## config.mk

```make
export PLATFORM = sky130hd
export DESIGN_NAME = msp430_spram_loader_flat
export DESIGN_NICKNAME = d
export VERILOG_FILES = /design/src/rtl/msp430_spram_loader_pkg.sv /design/src/rtl/msp430_spram_loader_if.sv /design/src/rtl/msp430_spram_port_mux.sv /design/src/rtl/msp430_spram_loader.sv /design/src/flat_wrapper.sv
export SDC_FILE = /design/constraint.sdc
export NUM_CORES = 1
export LEC_CHECK = 0
export ABC_AREA = 1
export CAP_MARGIN = 10
export CORE_AREA = 2 2 613 615
export DETAILED_ROUTE_END_ITERATION = 7
export DIE_AREA = 0 0 615 617
export PLACE_DENSITY = 0.3
export SYNTH_ARGS = -nofsm -noshare
export SYNTH_HDL_FRONTEND = slang
export SYNTH_HIERARCHICAL = 1
export SYNTH_SLANG_ARGS = --single-unit
```

## constraint.sdc

```tcl
create_clock -name clk -period 2.9 [get_ports clk]
set_input_delay 0.58 -clock clk [delete_from_list [all_inputs] [get_ports clk]]
set_output_delay 0.58 -clock clk [all_outputs]
set_load 0.05 [all_outputs]
```

## src/rtl/msp430_spram_loader_pkg.sv

```systemverilog
// Shared types and constants for the SPRAM boot-image loader.
package msp430_spram_loader_pkg;

    localparam int unsigned CMD_NODE_W = 12;
    localparam int unsigned HALF_W     = 16;

    typedef enum logic [3:0] {
        OP_WRITE   = 4'h1,
        OP_RELEASE = 4'hF
    } op_e;

    typedef enum logic [2:0] {
        S_CMD  = 3'd0,
        S_AHI  = 3'd1,
        S_ALO  = 3'd2,
        S_LEN  = 3'd3,
        S_DATA = 3'd4
    } state_e;

endpackage

```

## src/rtl/msp430_spram_loader_if.sv

```systemverilog
// 16-bit valid/ready command stream feeding the loader (host/GLIP side).
interface msp430_spram_loader_if;
    import msp430_spram_loader_pkg::*;

    logic [HALF_W-1:0] in_data;
    logic              in_valid;
    logic              in_ready;

    modport master (output in_data, output in_valid, input  in_ready);
    modport slave  (input  in_data, input  in_valid, output in_ready);

endinterface

```

## src/rtl/msp430_spram_port_mux.sv

```systemverilog
// Selects between core and loader RAM ports per node; loader owns the RAMs while hold is set.
module msp430_spram_port_mux #(
    parameter int unsigned AW    = 32,
    parameter int unsigned DW    = 32,
    parameter int unsigned NODES = 8
) (
    input  logic                hold,
    input  logic [NODES*AW-1:0] core_addr_i,
    input  logic [NODES*DW-1:0] core_din_i,
    input  logic [NODES-1:0]    core_en_i,
    input  logic [NODES-1:0]    core_we_i,
    input  logic [NODES*AW-1:0] ld_addr,
    input  logic [NODES*DW-1:0] ld_din,
    input  logic [NODES-1:0]    ld_en,
    input  logic [NODES-1:0]    ld_we,
    output logic [NODES*AW-1:0] ram_addr_o,
    output logic [NODES*DW-1:0] ram_din_o,
    output logic [NODES-1:0]    ram_en_o,
    output logic [NODES-1:0]    ram_we_o
);

    always_comb begin
        if (hold) begin
            ram_addr_o = ld_addr;
            ram_din_o  = ld_din;
            ram_en_o   = ld_en;
            ram_we_o   = ld_we;
        end else begin
            ram_addr_o = core_addr_i;
            ram_din_o  = core_din_i;
            ram_en_o   = core_en_i;
            ram_we_o   = core_we_i;
        end
    end

endmodule

```

## src/rtl/msp430_spram_loader.sv

```systemverilog
// Boot-image loader: parses a halfword command stream and writes words into per-node RAMs,
// holding the cores in reset until RELEASE, then passes core RAM traffic straight through.
module msp430_spram_loader
    import msp430_spram_loader_pkg::*;
#(
    parameter int unsigned AW    = 32,
    parameter int unsigned DW    = 32,
    parameter int unsigned NODES = 8
) (
    input  logic                 clk,
    input  logic                 rst,
    msp430_spram_loader_if.slave cmd,
    input  logic [NODES*AW-1:0]  core_addr_i,
    input  logic [NODES*DW-1:0]  core_din_i,
    input  logic [NODES-1:0]     core_en_i,
    input  logic [NODES-1:0]     core_we_i,
    output logic [NODES*DW-1:0]  core_dout_o,
    output logic [NODES*AW-1:0]  ram_addr_o,
    output logic [NODES*DW-1:0]  ram_din_o,
    output logic [NODES-1:0]     ram_en_o,
    output logic [NODES-1:0]     ram_we_o,
    input  logic [NODES*DW-1:0]  ram_dout_i,
    output logic                 hold_o,
    output logic                 busy_o,
    output logic                 err_o
);

    localparam int unsigned HW   = DW / HALF_W;
    localparam int unsigned HW_W = (HW > 1) ? $clog2(HW) : 1;

    state_e                state;
    logic [CMD_NODE_W-1:0] node_q;
    logic                  node_ok_q;
    logic [HALF_W-1:0]     ahi_q;
    logic [AW-1:0]         addr_q;
    logic [15:0]           len_q;
    logic [HW_W-1:0]       hw_idx;
    logic [DW-1:0]         word_sr;
    logic                  hold_q;
    logic                  err_q;

    logic                  wr_en_q;
    logic [CMD_NODE_W-1:0] wr_node_q;
    logic [AW-1:0]         wr_addr_q;
    logic [DW-1:0]         wr_data_q;

    logic                  xfer;
    logic [3:0]            cmd_op;
    logic [CMD_NODE_W-1:0] cmd_node;
    logic                  node_in_range;
    logic                  last_hw;
    logic [DW+HALF_W-1:0]  word_cat;
    logic [DW-1:0]         word_next;
    logic [AW+31:0]        addr_ext;
    logic [AW-1:0]         addr_load;

    assign cmd.in_ready = 1'b1;
    assign xfer         = cmd.in_valid & cmd.in_ready;
    assign cmd_op       = cmd.in_data[15:12];
    assign cmd_node     = cmd.in_data[CMD_NODE_W-1:0];
    assign node_in_range = {1'b0, cmd_node} < (CMD_NODE_W + 1)'(NODES);
    assign last_hw      = (hw_idx == HW_W'(HW - 1));

    // Concatenation widths keep the shift and the address truncate/extend valid for any DW/AW.
    assign word_cat  = {word_sr, cmd.in_data};
    assign word_next = word_cat[DW-1:0];
    assign addr_ext  = {{AW{1'b0}}, ahi_q, cmd.in_data};
    assign addr_load = addr_ext[AW-1:0];

    always_ff @(posedge clk) begin
        if (rst) begin
            state     <= S_CMD;
            node_q    <= '0;
            node_ok_q <= 1'b0;
            ahi_q     <= '0;
            addr_q    <= '0;
            len_q     <= '0;
            hw_idx    <= '0;
            word_sr   <= '0;
            hold_q    <= 1'b1;
            err_q     <= 1'b0;
            wr_en_q   <= 1'b0;
            wr_node_q <= '0;
            wr_addr_q <= '0;
            wr_data_q <= '0;
        end else begin
            wr_en_q <= 1'b0;
            if (xfer) begin
                case (state)
                    S_CMD: begin
                        if (cmd_op == OP_WRITE) begin
                            state     <= S_AHI;
                            hold_q    <= 1'b1;
                            node_q    <= cmd_node;
                            node_ok_q <= node_in_range;
                            if (!node_in_range) err_q <= 1'b1;
                        end else if (cmd_op == OP_RELEASE) begin
                            hold_q <= 1'b0;
                        end else begin
                            err_q <= 1'b1;
                        end
                    end
                    S_AHI: begin
                        ahi_q <= cmd.in_data;
                        state <= S_ALO;
                    end
                    S_ALO: begin
                        addr_q <= addr_load;
                        state  <= S_LEN;
                    end
                    S_LEN: begin
                        len_q  <= cmd.in_data;
                        hw_idx <= '0;
                        state  <= (cmd.in_data == 16'd0) ? S_CMD : S_DATA;
                    end
                    S_DATA: begin
                        word_sr <= word_next;
                        if (last_hw) begin
                            // Out-of-range frames are still consumed, just never enabled.
                            hw_idx    <= '0;
                            wr_en_q   <= node_ok_q;
                            wr_node_q <= node_q;
                            wr_addr_q <= addr_q;
                            wr_data_q <= word_next;
                            addr_q    <= addr_q + 1'b1;
                            len_q     <= len_q - 16'd1;
                            if (len_q == 16'd1) state <= S_CMD;
                        end else begin
                            hw_idx <= hw_idx + 1'b1;
                        end
                    end
                    default: state <= S_CMD;
                endcase
            end
        end
    end

    logic [NODES-1:0]    ld_en;
    logic [NODES*AW-1:0] ld_addr;
    logic [NODES*DW-1:0] ld_din;

    always_comb begin
        ld_en = '0;
        for (int unsigned n = 0; n < NODES; n++) begin
            ld_en[n] = wr_en_q && (wr_node_q == CMD_NODE_W'(n));
        end
    end

    assign ld_addr = {NODES{wr_addr_q}};
    assign ld_din  = {NODES{wr_data_q}};

    msp430_spram_port_mux #(
        .AW    (AW),
        .DW    (DW),
        .NODES (NODES)
    ) u_port_mux (
        .hold        (hold_q),
        .core_addr_i (core_addr_i),
        .core_din_i  (core_din_i),
        .core_en_i   (core_en_i),
        .core_we_i   (core_we_i),
        .ld_addr     (ld_addr),
        .ld_din      (ld_din),
        .ld_en       (ld_en),
        .ld_we       (ld_en),
        .ram_addr_o  (ram_addr_o),
        .ram_din_o   (ram_din_o),
        .ram_en_o    (ram_en_o),
        .ram_we_o    (ram_we_o)
    );

    assign core_dout_o = ram_dout_i;
    assign hold_o      = hold_q;
    assign busy_o      = (state != S_CMD);
    assign err_o       = err_q;

endmodule
```

## src/flat_wrapper.sv

```systemverilog
// flat-port wrapper written by rule: the top's interface ports become plain ports
module msp430_spram_loader_flat import msp430_spram_loader_pkg::*;
#(
    parameter int unsigned AW    = 32,
    parameter int unsigned DW    = 32,
    parameter int unsigned NODES = 8
)
  (clk, rst, core_addr_i, core_din_i, core_en_i, core_we_i, core_dout_o, ram_addr_o, ram_din_o, ram_en_o, ram_we_o, ram_dout_i, hold_o, busy_o, err_o, cmd_in_data, cmd_in_valid, cmd_in_ready);
  msp430_spram_loader_if cmd_i ();
  input  logic clk;
  input  logic rst;
  input  logic [NODES*AW-1:0] core_addr_i;
  input  logic [NODES*DW-1:0] core_din_i;
  input  logic [NODES-1:0] core_en_i;
  input  logic [NODES-1:0] core_we_i;
  output logic [NODES*DW-1:0] core_dout_o;
  output logic [NODES*AW-1:0] ram_addr_o;
  output logic [NODES*DW-1:0] ram_din_o;
  output logic [NODES-1:0] ram_en_o;
  output logic [NODES-1:0] ram_we_o;
  input  logic [NODES*DW-1:0] ram_dout_i;
  output logic hold_o;
  output logic busy_o;
  output logic err_o;
  input wire logic [$bits(cmd_i.in_data)-1:0] cmd_in_data;
  input wire logic [$bits(cmd_i.in_valid)-1:0] cmd_in_valid;
  output wire logic [$bits(cmd_i.in_ready)-1:0] cmd_in_ready;
  assign cmd_i.in_data = cmd_in_data;
  assign cmd_i.in_valid = cmd_in_valid;
  assign cmd_in_ready = cmd_i.in_ready;
  msp430_spram_loader #(.AW(AW), .DW(DW), .NODES(NODES)) u_core (.clk(clk), .rst(rst), .cmd(cmd_i), .core_addr_i(core_addr_i), .core_din_i(core_din_i), .core_en_i(core_en_i), .core_we_i(core_we_i), .core_dout_o(core_dout_o), .ram_addr_o(ram_addr_o), .ram_din_o(ram_din_o), .ram_en_o(ram_en_o), .ram_we_o(ram_we_o), .ram_dout_i(ram_dout_i), .hold_o(hold_o), .busy_o(busy_o), .err_o(err_o));
endmodule
```

==> summary.md, run 1 <==
| Metric | Value |
|---|---|
| Post-synth EDFFs | `0` |
| RSZ-0062 raised after global routing | `no` |
| Psw | `2703 uW` |
| Fillers | `43462` |
| Slowest cell on crit path | `dfxtp_4` |
| Min-delay worst type | `reg -> reg` |
| Achievable Freq | `350.7 MHz` |
| CP Capture Type | `output port` |
| Final Core Density | `around a tenth` |
| Syn_nets | `3904` |
| CTS sink cnt | `roughly 180` |
| Arr. time, crit path | `2270 ps` |
| Hold Crit Depth | `2` |
| DRC viols | `0` |
| Path depth of the worst reg2reg path | `9` |
| Clock Power Share | `33.4%` |
| Max stage delay on crit path | `490 ps` |
| Die Width | `615 um` |
| PortBufs | `roughly 1100` |
| Int Pwr | `just under 5000 uW` |
| Leakage | `roughly 0.015 uW` |
| Max-cap viol count | `0` |
| Maximum clock path buffer count | `2` |
| DP HPWL | `between 200000 and 300000 um` |
| Synth Flop Type | `dfxtp_1` |
| Hold EP | `u_core/ahi_q[7]$_SDFFE_PP0P_` |
| Dpl cells | `8863` |
| First-pass DRT Iterations | `6` |
| Setup CP Type | `reg -> out` |
| Routed vias/inst | `2.700` |
| RR Endpoint | `u_core/len_q[4]$_SDFFE_PP0P_` |
| Max transition margin | `between 40% and 50%` |
| Total Power | `7520 uW` |
| Die span in y | `617 um` |
| # H-tree levels | `4` |
| DR WL/cell | `35.42 um` |
| Switching portion of total power | `35.94%` |
| Yosys cell types | `33` |
| Pin count of the biggest net entering global routing | `87` |
| Max VDD drop | `0.4310 mV` |
| Share of Yosys cell area claimed by the top area cell type | `41.27%` |
| GP Congestion | `0.9171` |
| Setup crit start kind | `register` |
| Synthesized flop and latch total | `176` |
| Final worst path period share | `between 90% and 100%` |
| Final worst path period need | `2851 ps` |
| Worst-Margin Slew | `886.2 ps` |
| Fraction of layout cells with a size suffix above 1 | `18.85%` |
| Final wirelength | `315900 um` |
| Cell taking the most area after synthesis | `nand2_1` |
| Seq/Total Area, Yosys | `between 20% and 30%` |
| Core area | `around 370000 um2` |
| Setup_tns | `0 ps` |
| Reg power frac | `33.1%` |
| Post-Synthesis Cell Area | `~17000 um2` |
| Initial DRC Count | `1827` |
| Layout area overhead | `125.1%` |
| YS warnings | `6` |
| Clk root buf | `clkbuf_16` |
| Num CTS Buffers | `17` |
| Die area | `379500 um2` |
| Main area contributors after synthesis | `nand2_1 (41%), dfxtp_1 (21%), buf_4 (14%)` |
| First-pass GRT wire length | `approximately 370000 um` |
| Via count | `roughly 24000` |
| WP data required | `2320 ps` |
| Setup-failing EPs final | `0` |
| Final Net Count | `between 4000 and 5000` |
| Site Rows | `225` |
| Reg2Reg Setup Slack | `approximately 710 ps` |
| Post-DP Area | `37100 um2` |
| Run status | `complete, no violations` |
| Vias in the first global route | `23913` |
| Max FO, Critical Path | `32` |
| TritonCTS clock tree | `done` |
| Worst skew pair latency | `about 460 ps` |
| Worst min-delay path startpoint | `u_core/ahi_q[7]$_SDFFE_PP0P_` |
| Initial Util | `4.523%` |
| Final ANT Viol Nets | `0` |
| Global route overflow | `0` |
| Crit path from | `u_core/hold_o$_SDFFE_PP1P_` |
| Initial antenna violation count | `82` |
| Ys async rst share | `0%` |
| CTS clk-pin slew, worst paths | `approximately 80 ps` |
| Io pins | `between 1500 and 2000` |
| GRT Util Overall | `16.03%` |
| Synth top cells by count | `nand2_1 (1858), buf_4 (309), dfxtp_1 (176)` |
| RR Startpoint | `u_core/state[1]$_SDFFE_PP0P_` |
| Mean Syn Cell Area | `5.454 um2` |
| Combinational cell fraction of total power | `33.5%` |
| P per Cell Area | `197.7 nW/um2` |
| Post-route cell area | `about 38000 um2` |
| Crit-path cells | `clkinv_16 > buf_12 > nand2_1 > nand2_1 > buf_12` |
| Most numerous cell in the Yosys netlist | `nand2_1` |
| Fin cells | `between 8000 and 9000` |
| Setup Skew | `12.90 ps` |
| Final Max Slew Viols | `0` |
| Final Hold Fails | `0` |
| Cells after Synth | `3098` |
## logic make-up after synthesis
logic type | Yosys count | share of synthesized area, %
buf+inv | 529 | 22.05
other cells | 1 | 0.02219
fa+ha+maj | 3 | 0.2222
simple gates | 2082 | 47.36
compound gates | 294 | 8.819
flops | 176 | 20.85
xor+xnor | 13 | 0.6738
## area by class of cell
class                      count  area [um2]  area share [%]
antenna                       16       40.04          0.1053
clock buffer                  17       425.4           1.119
clock inverter                15       216.5          0.5692
inverter                      97       390.4           1.026
multi-input combinational   2393        9729           25.58
sequential                   176        3527           9.274
tap                         4994        6248           16.43
timing repair buffer        1210       17440           45.85
timing repair inverter         1       16.27         0.04277
## metal layers
layer | share of wire, % | track usage, % | vias to the layer above
met4 | 3.2 | 4.421 | 18
met5 | 0.29 | 1.679 | -
li1 | - | - | 10838
met3 | 16 | 11.27 | 265
met2 | 44 | 24.99 | 1483
met1 | 37 | 17.15 | 11481
## power groups by stage
stage                     Clock (uW)  Combinational, uW  Sequential, uW
after CTS                       2610               2550            2490
after global placement             0               2530            2550
after global routing            2690               2630            2500
final                           2510               2520            2490
after detailed placement           0               2520            2550
after floorplan                    0               1680            2540
## registers in the layout, summed over array words and instances, names as in the netlist
| register | flops |
|---|---|
| u_core/addr_q | 32 |
| u_core/ahi_q | 16 |
| u_core/wr_en_q | 1 |
| u_core/state | 3 |
| u_core/hw_idx | 1 |
| u_core/err_o | 1 |
| u_core/word_sr | 16 |
| u_core/wr_addr_q | 32 |
| u_core/wr_data_q | 32 |
| u_core/len_q | 16 |
| u_core/node_ok_q | 1 |
| u_core/hold_o | 1 |
| u_core/wr_node_q | 12 |
| u_core/node_q | 12 |
## metrics by stage
step           setup slack, ps  hold WS, ps
2_1_floorplan            756.1        424.7
3_3_place_gp             55.29        447.1
3_5_place_dp             71.61        450.1
4_1_cts                  19.63        461.0
5_1_grt                  2.712        480.1
6_report                 48.89        453.2
## cell usage in the layout, fill, tap and decap left out, types with 4 or more instances in the layout
cell | Yosys | routed
buf_16 | 0 | 4
diode_2 | 0 | 16
nand2_2 | 0 | 16
a31oi_1 | 9 | 9
clkdlybuf4s50_1 | 0 | 545
or2_2 | 5 | 5
nor3_2 | 0 | 6
nand4_1 | 8 | 8
o21ai_0 | 116 | 116
nand2_1 | 1858 | 1842
xor2_1 | 10 | 10
buf_4 | 309 | 108
inv_1 | 91 | 91
dfxtp_1 | 176 | 175
clkinv_8 | 0 | 7
inv_12 | 0 | 5
nor2_1 | 130 | 130
nand3_1 | 56 | 56
a21oi_1 | 164 | 164
buf_12 | 11 | 548
nor3_1 | 15 | 8
clkbuf_16 | 0 | 18
## worst max-delay path by stage
stage                                        end  depth (start not counted)
floorplan                           ram_din_o[0]                          5
global placement    u_core/len_q[4]$_SDFFE_PP0P_                          9
detailed placement  u_core/len_q[0]$_SDFFE_PP0P_                          8
CTS                                  ram_we_o[7]                         10
global route                         ram_en_o[7]                         10
finish                            ram_addr_o[56]                          5
## critical path, delay by kind of cell, from the launching register on
family | cells | cell delay (ps)
buffers and inverters | 3 | 690
flip-flops | 1 | 490
AND/OR/NAND/NOR | 2 | 510
## timing repair
item	CTS	global route
cloned	3	1
endpoints found under the setup margin	61	40
gates resized for setup	10	21
hold buffers	0	0
buffers inserted	4	0
pin swaps	2	1
Power figures use the tool's default switching activity.
==> run 2: changes to the inputs <==
PLACE_DENSITY = default   (was 0.3)
==> run 2 against run 1 <==
Effect of this change:
- the flow now finishes with violations (negative setup slack)
- critical path type unchanged
- via count grew 0.91%
- sequential power is essentially flat
- clock power grew 6%
- hold slack gained 1.5 ps
- register-to-register slack is essentially flat
- core utilization is essentially flat
- highest routed layer unchanged
- power grew 1.3%
- wire length grew 9.6%
==> summary.md, run 2 (synthesis results as in run 1) <==
| Metric | Value |
|---|---|
| Final Max Slew Viols | `0 (unchanged)` |
| Pin count of the biggest net entering global routing | `110 (was 87)` |
| Site Rows | `225 (unchanged)` |
| Initial Util | `4.523% (unchanged)` |
| Psw | `2416 uW (was 2703 uW)` |
| Failing checks | `negative setup slack` |
| Final worst path period share | `100.3% (was 98.31%)` |
| Layout area overhead | `124.6% (was 125.1%)` |
| DRC viols | `0 (unchanged)` |
| Max stage delay on crit path | `490 ps (about the same)` |
| Reg power frac | `32.8% (was 33.1%)` |
| Final Hold Fails | `0 (unchanged)` |
| DR WL/cell | `38.79 um (was 35.42 um)` |
| WP data required | `2320 ps (about the same)` |
| Setup crit start kind | `register (unchanged)` |
| Cts hold-fix bufs | `0 (unchanged)` |
| Final wirelength | `346400 um (was 315900 um)` |
| Via count | `24305 (was 24085)` |
| PortBufs | `1077 (unchanged)` |
| Slowest cell on crit path | `dfxtp_4 (unchanged)` |
| Initial antenna violation count | `206 (was 82)` |
| Maximum clock path buffer count | `3 (was 2)` |
| Die area | `379500 um2 (unchanged)` |
| Setup-failing EPs final | `1 (was 0)` |
| Achievable Freq | `343.7 MHz (was 350.7 MHz)` |
| Max-cap viol count | `0 (unchanged)` |
| First-pass GRT wire length | `399600 um (was 374000 um)` |
| Clock Power Share | `35.1% (was 33.4%)` |
| Setup CP Type | `reg -> out (unchanged)` |
| Setup Skew | `26.93 ps (was 12.90 ps)` |
| GP Congestion | `0.9265 (was 0.9171)` |
| P per Cell Area | `200.7 nW/um2 (was 197.7 nW/um2)` |
| Initial DRC Count | `2209 (was 1827)` |
| Min-delay worst type | `reg -> reg (unchanged)` |
| Crit-path cells | `buf_12 > buf_16 > nand2_1 > nand2_1 > buf_12 (was clkinv_16 > buf_12 > nand2_1 > nand2_1 > buf_12)` |
| TritonCTS clock tree | `done (unchanged)` |
| Switching portion of total power | `31.71% (was 35.94%)` |
| RSZ-0062 raised after global routing | `yes (was no)` |
| CTS sink cnt | `176 (unchanged)` |
| Final worst slack | `-9.299 ps (was 48.89 ps)` |
| Worst skew pair latency | `530 ps (was 460 ps)` |
| Global route overflow | `0 (unchanged)` |
| Final ANT Viol Nets | `0 (unchanged)` |
| Leakage | `0.01469 uW (about the same)` |
| Post-DP Area | `36990 um2 (was 37100 um2)` |
| Arr. time, crit path | `2330 ps (was 2270 ps)` |
| Most common cell after layout, fill and taps aside | `nand2_1 (unchanged)` |
| # H-tree levels | `4 (unchanged)` |
| Clk root buf | `clkbuf_16 (unchanged)` |
| Max transition margin | `36.81% (was 40.84%)` |
| Io pins | `1591 (unchanged)` |
| Max VDD drop | `0.3070 mV (was 0.4310 mV)` |
| CTS clk-pin slew, worst paths | `60 ps (was 80 ps)` |
| Max FO, Critical Path | `78 (was 32)` |
| Core area | `373600 um2 (unchanged)` |
| Die span in y | `617 um (unchanged)` |
| Num CTS Buffers | `25 (was 17)` |
| Place WS | `-156.0 ps (was 71.61 ps)` |
| Final worst path period need | `2909 ps (was 2851 ps)` |
| Worst hold margin | `454.7 ps (was 453.2 ps)` |
| Die Width | `615 um (unchanged)` |
| Top Registers | `u_core/addr_q (32), u_core/wr_addr_q (32), u_core/wr_data_q (32) (unchanged)` |
| Worst-Margin Slew | `946.6 ps (was 886.2 ps)` |
| Fraction of layout cells with a size suffix above 1 | `18.97% (was 18.85%)` |
| Int Pwr | `5204 uW (was 4817 uW)` |
| Combinational cell fraction of total power | `32.2% (was 33.5%)` |
| Post-route cell area | `37960 um2 (was 38030 um2)` |
| GRT Util Overall | `17.59% (was 16.03%)` |
| Worst path bufs/invs | `3 (unchanged)` |
| Commonest non-fill, non-tap cells in the layout | `nand2_1 (1845), clkdlybuf4s50_1 (545), buf_12 (533), dfxtp_1 (171), a21oi_1 (164) (was nand2_1 (1842), buf_12 (548), clkdlybuf4s50_1 (545), dfxtp_1 (175), a21oi_1 (164))` |
| CP delay by family, top | `buffers and inverters (unchanged)` |
| Routed vias/inst | `2.722 (was 2.700)` |
| CP Capture Type | `output port (unchanged)` |
| Final Net Count | `4716 (was 4702)` |
| Vias in the first global route | `22784 (was 23913)` |
| Run status | `finished, violations left (was complete, no violations)` |
| First-pass DRT Iterations | `6 (unchanged)` |
| DP HPWL | `315400 um (was 284600 um)` |
[run 2: cell count changes in the layout (fill, tap and decap cells not counted), moves of 3 or more]
cell	change
buf_12	-15
buf_4	+20
clkbuf_16	+8
clkinv_8	-5
dfxtp_1	-4
dfxtp_2	+4
diode_2	+8
inv_12	-5
inv_6	-3
nand2_1	+3
nand2_2	-9
nand2_4	+5
nor3_4	+3
[run 2: power by group through the flow]
stage	registers, uW	clock network [uW]	logic (uW)
detailed placement	2550	0	2450
finish	2500	2670	2450
global route	2500	2810	2560
CTS	2490	2730	2480
floorplan	2540	0	1680
global placement	2550	0	2460
[run 2: per-layer routing]
metal	global-route usage (%)	share of wire [%]
met1	16.54	32
met2	28.82	46
met3	15.10	19
met4	3.917	2.8
met5	0.1136	0.063
[run 2: path summary, 6_finish.rpt]
| check | cells after the start | startpoint | endpoint | slack [ps] |
|---|---|---|---|---|
| setup / recovery | 5 | u_core/hold_o$_SDFFE_PP1P_ | ram_addr_o[150] | -9 |
| hold / removal | 2 | u_core/wr_node_q[9]$_SDFFE_PP0P_ | u_core/wr_node_q[9]$_SDFFE_PP0P_ | 450 |
| setup reg to reg | 10 | u_core/addr_q[0]$_SDFFE_PP0P_ | u_core/addr_q[24]$_SDFFE_PP0P_ | 700 |
| hold reg to reg | 2 | u_core/wr_node_q[9]$_SDFFE_PP0P_ | u_core/wr_node_q[9]$_SDFFE_PP0P_ | 450 |
[run 2: per-stage QoR]
stage | power (uW) | instances | util (%) | setup TNS (ps)
floorplan | 4223 | 3098 | - | 0
finish | 7620 | 8930 | 10.16 | -9.299
CTS | 7707 | 8908 | 10.12 | -20.89
detailed placement | 5001 | 8873 | 9.902 | -200.2
global placement | 5005 | 8873 | 9.902 | -473.3
global route | 7866 | 8914 | 10.15 | -507.0
[run 2: layout make-up]
type / instances / area (um2)
antenna: 24 / 60.06
sequential: 176 / 3532
timing repair buffer: 1215 / 17230
clock buffer: 29 / 671.9
fill: 43415 / 335600
multi-input combinational: 2393 / 9789
tap: 4994 / 6248
inverter: 97 / 390.4
timing repair inverter: 2 / 32.53
[run 2: what timing repair did]
action | 4_1_cts | 5_1_grt
setup endpoints to repair | 23 | 25
hold endpoints to repair | 0 | 0
gates resized for setup | 14 | 29
setup buffers | 4 | 0
cloned | 2 | 0
pin swaps | 0 | 12
[run 2: worst reg2reg max path: stages (launching register included)]
cell and delay (ps):
dfxtp_1 510, ha_1 350, nand2_1 100, nor2_1 370
nand2_1 210, inv_1 200, nand2_1 80, nand2_1 60
nand3_1 60, nand2_1 60, a21oi_1 50
==> run 3: changes to the inputs <==
CAP_MARGIN = 20   (was 10)
CORE_AREA = 5 5 616 618   (was 2 2 613 615)
DIE_AREA = 0 0 621 623   (was 0 0 615 617)
SETUP_SLACK_MARGIN = 0.4   (was default)
==> run 3 against run 2 <==
Effect of this change:
- the flow now finishes without violations
- die area up 2.0%
- wire length up 9.5%
- critical path type is now reg -> reg
- critical endpoint is now u_core/wr_node_q[4]$_SDFFE_PP0P_
- sequential share of layout area down 1.8 points
- combinational power up 21%
- clock power down 9.0%
- largest power group is now combinational cells
- sequential power about the same
- critical path depth up 15
- power up 3.6%
==> summary.md, run 3 (synthesis results as in run 1) <==
| Metric | Value |
|---|---|
| # H-tree levels | `4 (unchanged)` |
| Via count | `26551 (was 24305)` |
| CTS clk-pin slew, worst paths | `80 ps (was 60 ps)` |
| GP Congestion | `0.9849 (was 0.9265)` |
| CTS sink cnt | `176 (unchanged)` |
| Die span in y | `623 um (was 617 um)` |
| Most common cell after layout, fill and taps aside | `nand2_1 (unchanged)` |
| Die Width | `621 um (was 615 um)` |
| GRT Util Overall | `17.73% (was 17.59%)` |
| Cts hold-fix bufs | `0 (unchanged)` |
| Crit path from | `u_core/wr_node_q[4]$_SDFFE_PP0P_ (was u_core/hold_o$_SDFFE_PP1P_)` |
| Reg2Reg Setup Slack | `200 ps (was 700 ps)` |
| Worst min-delay path startpoint | `u_core/word_sr[15]$_SDFFE_PP0P_ (was u_core/wr_node_q[9]$_SDFFE_PP0P_)` |
| Clk root buf | `clkbuf_16 (unchanged)` |
| Max VDD drop | `0.4123 mV (was 0.3070 mV)` |
| DP HPWL | `322600 um (was 315400 um)` |
| Maximum clock path buffer count | `2 (was 3)` |
| Final wirelength | `379300 um (was 346400 um)` |
| Initial DRC Count | `2262 (was 2209)` |
| Commonest non-fill, non-tap cells in the layout | `nand2_1 (973), nand2_4 (552), clkdlybuf4s50_1 (545), buf_12 (513), nand2_2 (320) (was nand2_1 (1845), clkdlybuf4s50_1 (545), buf_12 (533), dfxtp_1 (171), a21oi_1 (164))` |
| Max transition margin | `21.27% (was 36.81%)` |
| Setup CP Type | `reg -> reg (was reg -> out)` |
| Num CTS Buffers | `17 (was 25)` |
| Io pins | `1591 (unchanged)` |
| TritonCTS clock tree | `done (unchanged)` |
| Final worst path period share | `93.03% (was 100.3%)` |
| Initial Util | `4.520% (was 4.523%)` |
| Final ANT Viol Nets | `0 (unchanged)` |
| Global route overflow | `0 (unchanged)` |
| Pin count of the biggest net entering global routing | `98 (was 110)` |
| Total Power | `7893 uW (was 7620 uW)` |
| First-pass GRT wire length | `413300 um (was 399600 um)` |
| Min-delay worst type | `reg -> reg (unchanged)` |
| DRC viols | `0 (unchanged)` |
| DR WL/cell | `41.47 um (was 38.79 um)` |
| Run status | `complete, no violations (was finished, violations left)` |
| Max-cap viol count | `0 (unchanged)` |
| WP data required | `3280 ps (was 2320 ps)` |
| Worst hold margin | `451.3 ps (was 454.7 ps)` |
| Site Rows | `225 (unchanged)` |
| Die area | `386900 um2 (was 379500 um2)` |
| Setup-failing EPs final | `0 (was 1)` |
| Arr. time, crit path | `3080 ps (was 2330 ps)` |
| Fraction of layout cells with a size suffix above 1 | `44.47% (was 18.97%)` |
| Setup crit start kind | `register (unchanged)` |
| Final Net Count | `4918 (was 4716)` |
| Worst-Margin Slew | `1179 ps (was 946.6 ps)` |
| Final Max Slew Viols | `0 (unchanged)` |
| Fin cells | `9146 (was 8930)` |
| Top Registers | `u_core/addr_q (32), u_core/wr_addr_q (32), u_core/wr_data_q (32) (unchanged)` |
| Achievable Freq | `370.7 MHz (was 343.7 MHz)` |
| Routed vias/inst | `2.903 (was 2.722)` |
| P per Cell Area | `168.4 nW/um2 (was 200.7 nW/um2)` |
| RR Startpoint | `u_core/wr_node_q[4]$_SDFFE_PP0P_ (was u_core/addr_q[0]$_SDFFE_PP0P_)` |
| Final worst path period need | `2698 ps (was 2909 ps)` |
| Setup_tns | `0 ps (was -9.299 ps)` |
| PortBufs | `1077 (unchanged)` |
| Leakage | `0.01766 uW (was 0.01469 uW)` |
| Worst skew pair latency | `450 ps (was 530 ps)` |
| RSZ-0062 raised after global routing | `yes (unchanged)` |
| Setup Skew | `16.13 ps (was 26.93 ps)` |
| Layout area overhead | `177.5% (was 124.6%)` |
| Vias in the first global route | `22852 (was 22784)` |
| Final Hold Fails | `0 (unchanged)` |
| Max FO, Critical Path | `2 (was 78)` |
| CP Capture Type | `register (was output port)` |
| First-pass DRT Iterations | `7 (was 6)` |
| Initial antenna violation count | `221 (was 206)` |
| Dpl cells | `8852 (was 8873)` |
| Core area | `373900 um2 (was 373600 um2)` |
-- run 3: cell count changes in the layout (fill, tap and decap cells not counted), sizes merged --
cell | before | now
inv | 94 | 96
bufinv | 0 | 2
clkinv | 5 | 8
buf | 670 | 824
clkbuf | 29 | 78
diode | 24 | 28
bufbuf | 0 | 1
clkinvlp | 0 | 1
-- run 3: worst max-delay path, stage by stage, from the launching register on --
cell and delay (ps):
dfxtp_2 340, inv_2 50, buf_6 110, buf_4 120, buf_4 120, buf_4 120, buf_4 120, buf_4 120
buf_4 120, buf_4 120, buf_4 120, buf_4 130, buf_6 110, buf_4 120, buf_4 120, buf_4 120
buf_4 120, buf_4 120, buf_4 120, buf_6 100, a21oi_2 110
-- run 3: area by class of cell --
class / count / area, um2
Sequential cell: 176 / 3538
Fill cell: 42956 / 327000
Timing Repair Buffer: 1427 / 21100
Multi-Input combinational cell: 2393 / 14940
Clock buffer: 21 / 470.5
Inverter: 97 / 390.4
Antenna cell: 28 / 70.07
Clock inverter: 10 / 127.6
Tap cell: 4994 / 6248
-- run 3: final timing paths --
path / to / cells after the start
worst min-delay path: u_core/wr_data_q[31]$_SDFFE_PP0P_ / 2
worst max-delay path: u_core/wr_node_q[4]$_SDFFE_PP0P_ / 20
worst max register to register: u_core/wr_node_q[4]$_SDFFE_PP0P_ / 20
worst min register to register: u_core/wr_data_q[31]$_SDFFE_PP0P_ / 2
-- run 3: what timing repair did --
item                                    CTS  global route
pin swaps                                24           355
endpoints found under the setup margin  518           524
gates cloned                             23            87
setup buffers                            38            87
resized for setup                       137          1638
-- run 3: where the power goes --
group	internal [uW]	switching [uW]	total, uW
logic	1420	1550	2970
clock network	1350	1080	2430
registers	2450	39.2	2490
-- run 3: through the flow --
stage	instance area, um2	util, %	setup slack [ps]
final	46880	12.54	202.1
after global routing	46850	12.53	135.1
after CTS	38080	10.18	169.3
after detailed placement	35910	9.605	285.6
after global placement	35910	9.605	188.5
after floorplan	16900	-	756.1
-- run 3: per-layer routing --
| layer | GRT usage (%) | vias to the layer above | wire length [um] |
|---|---|---|---|
| li1 | - | 11362 | - |
| met4 | 4.103 | 50 | 12370 |
| met5 | 0 | - | 336 |
| met3 | 16.62 | 544 | 76190 |
| met2 | 28.88 | 2028 | 171900 |
| met1 | 16.04 | 12567 | 118500 |
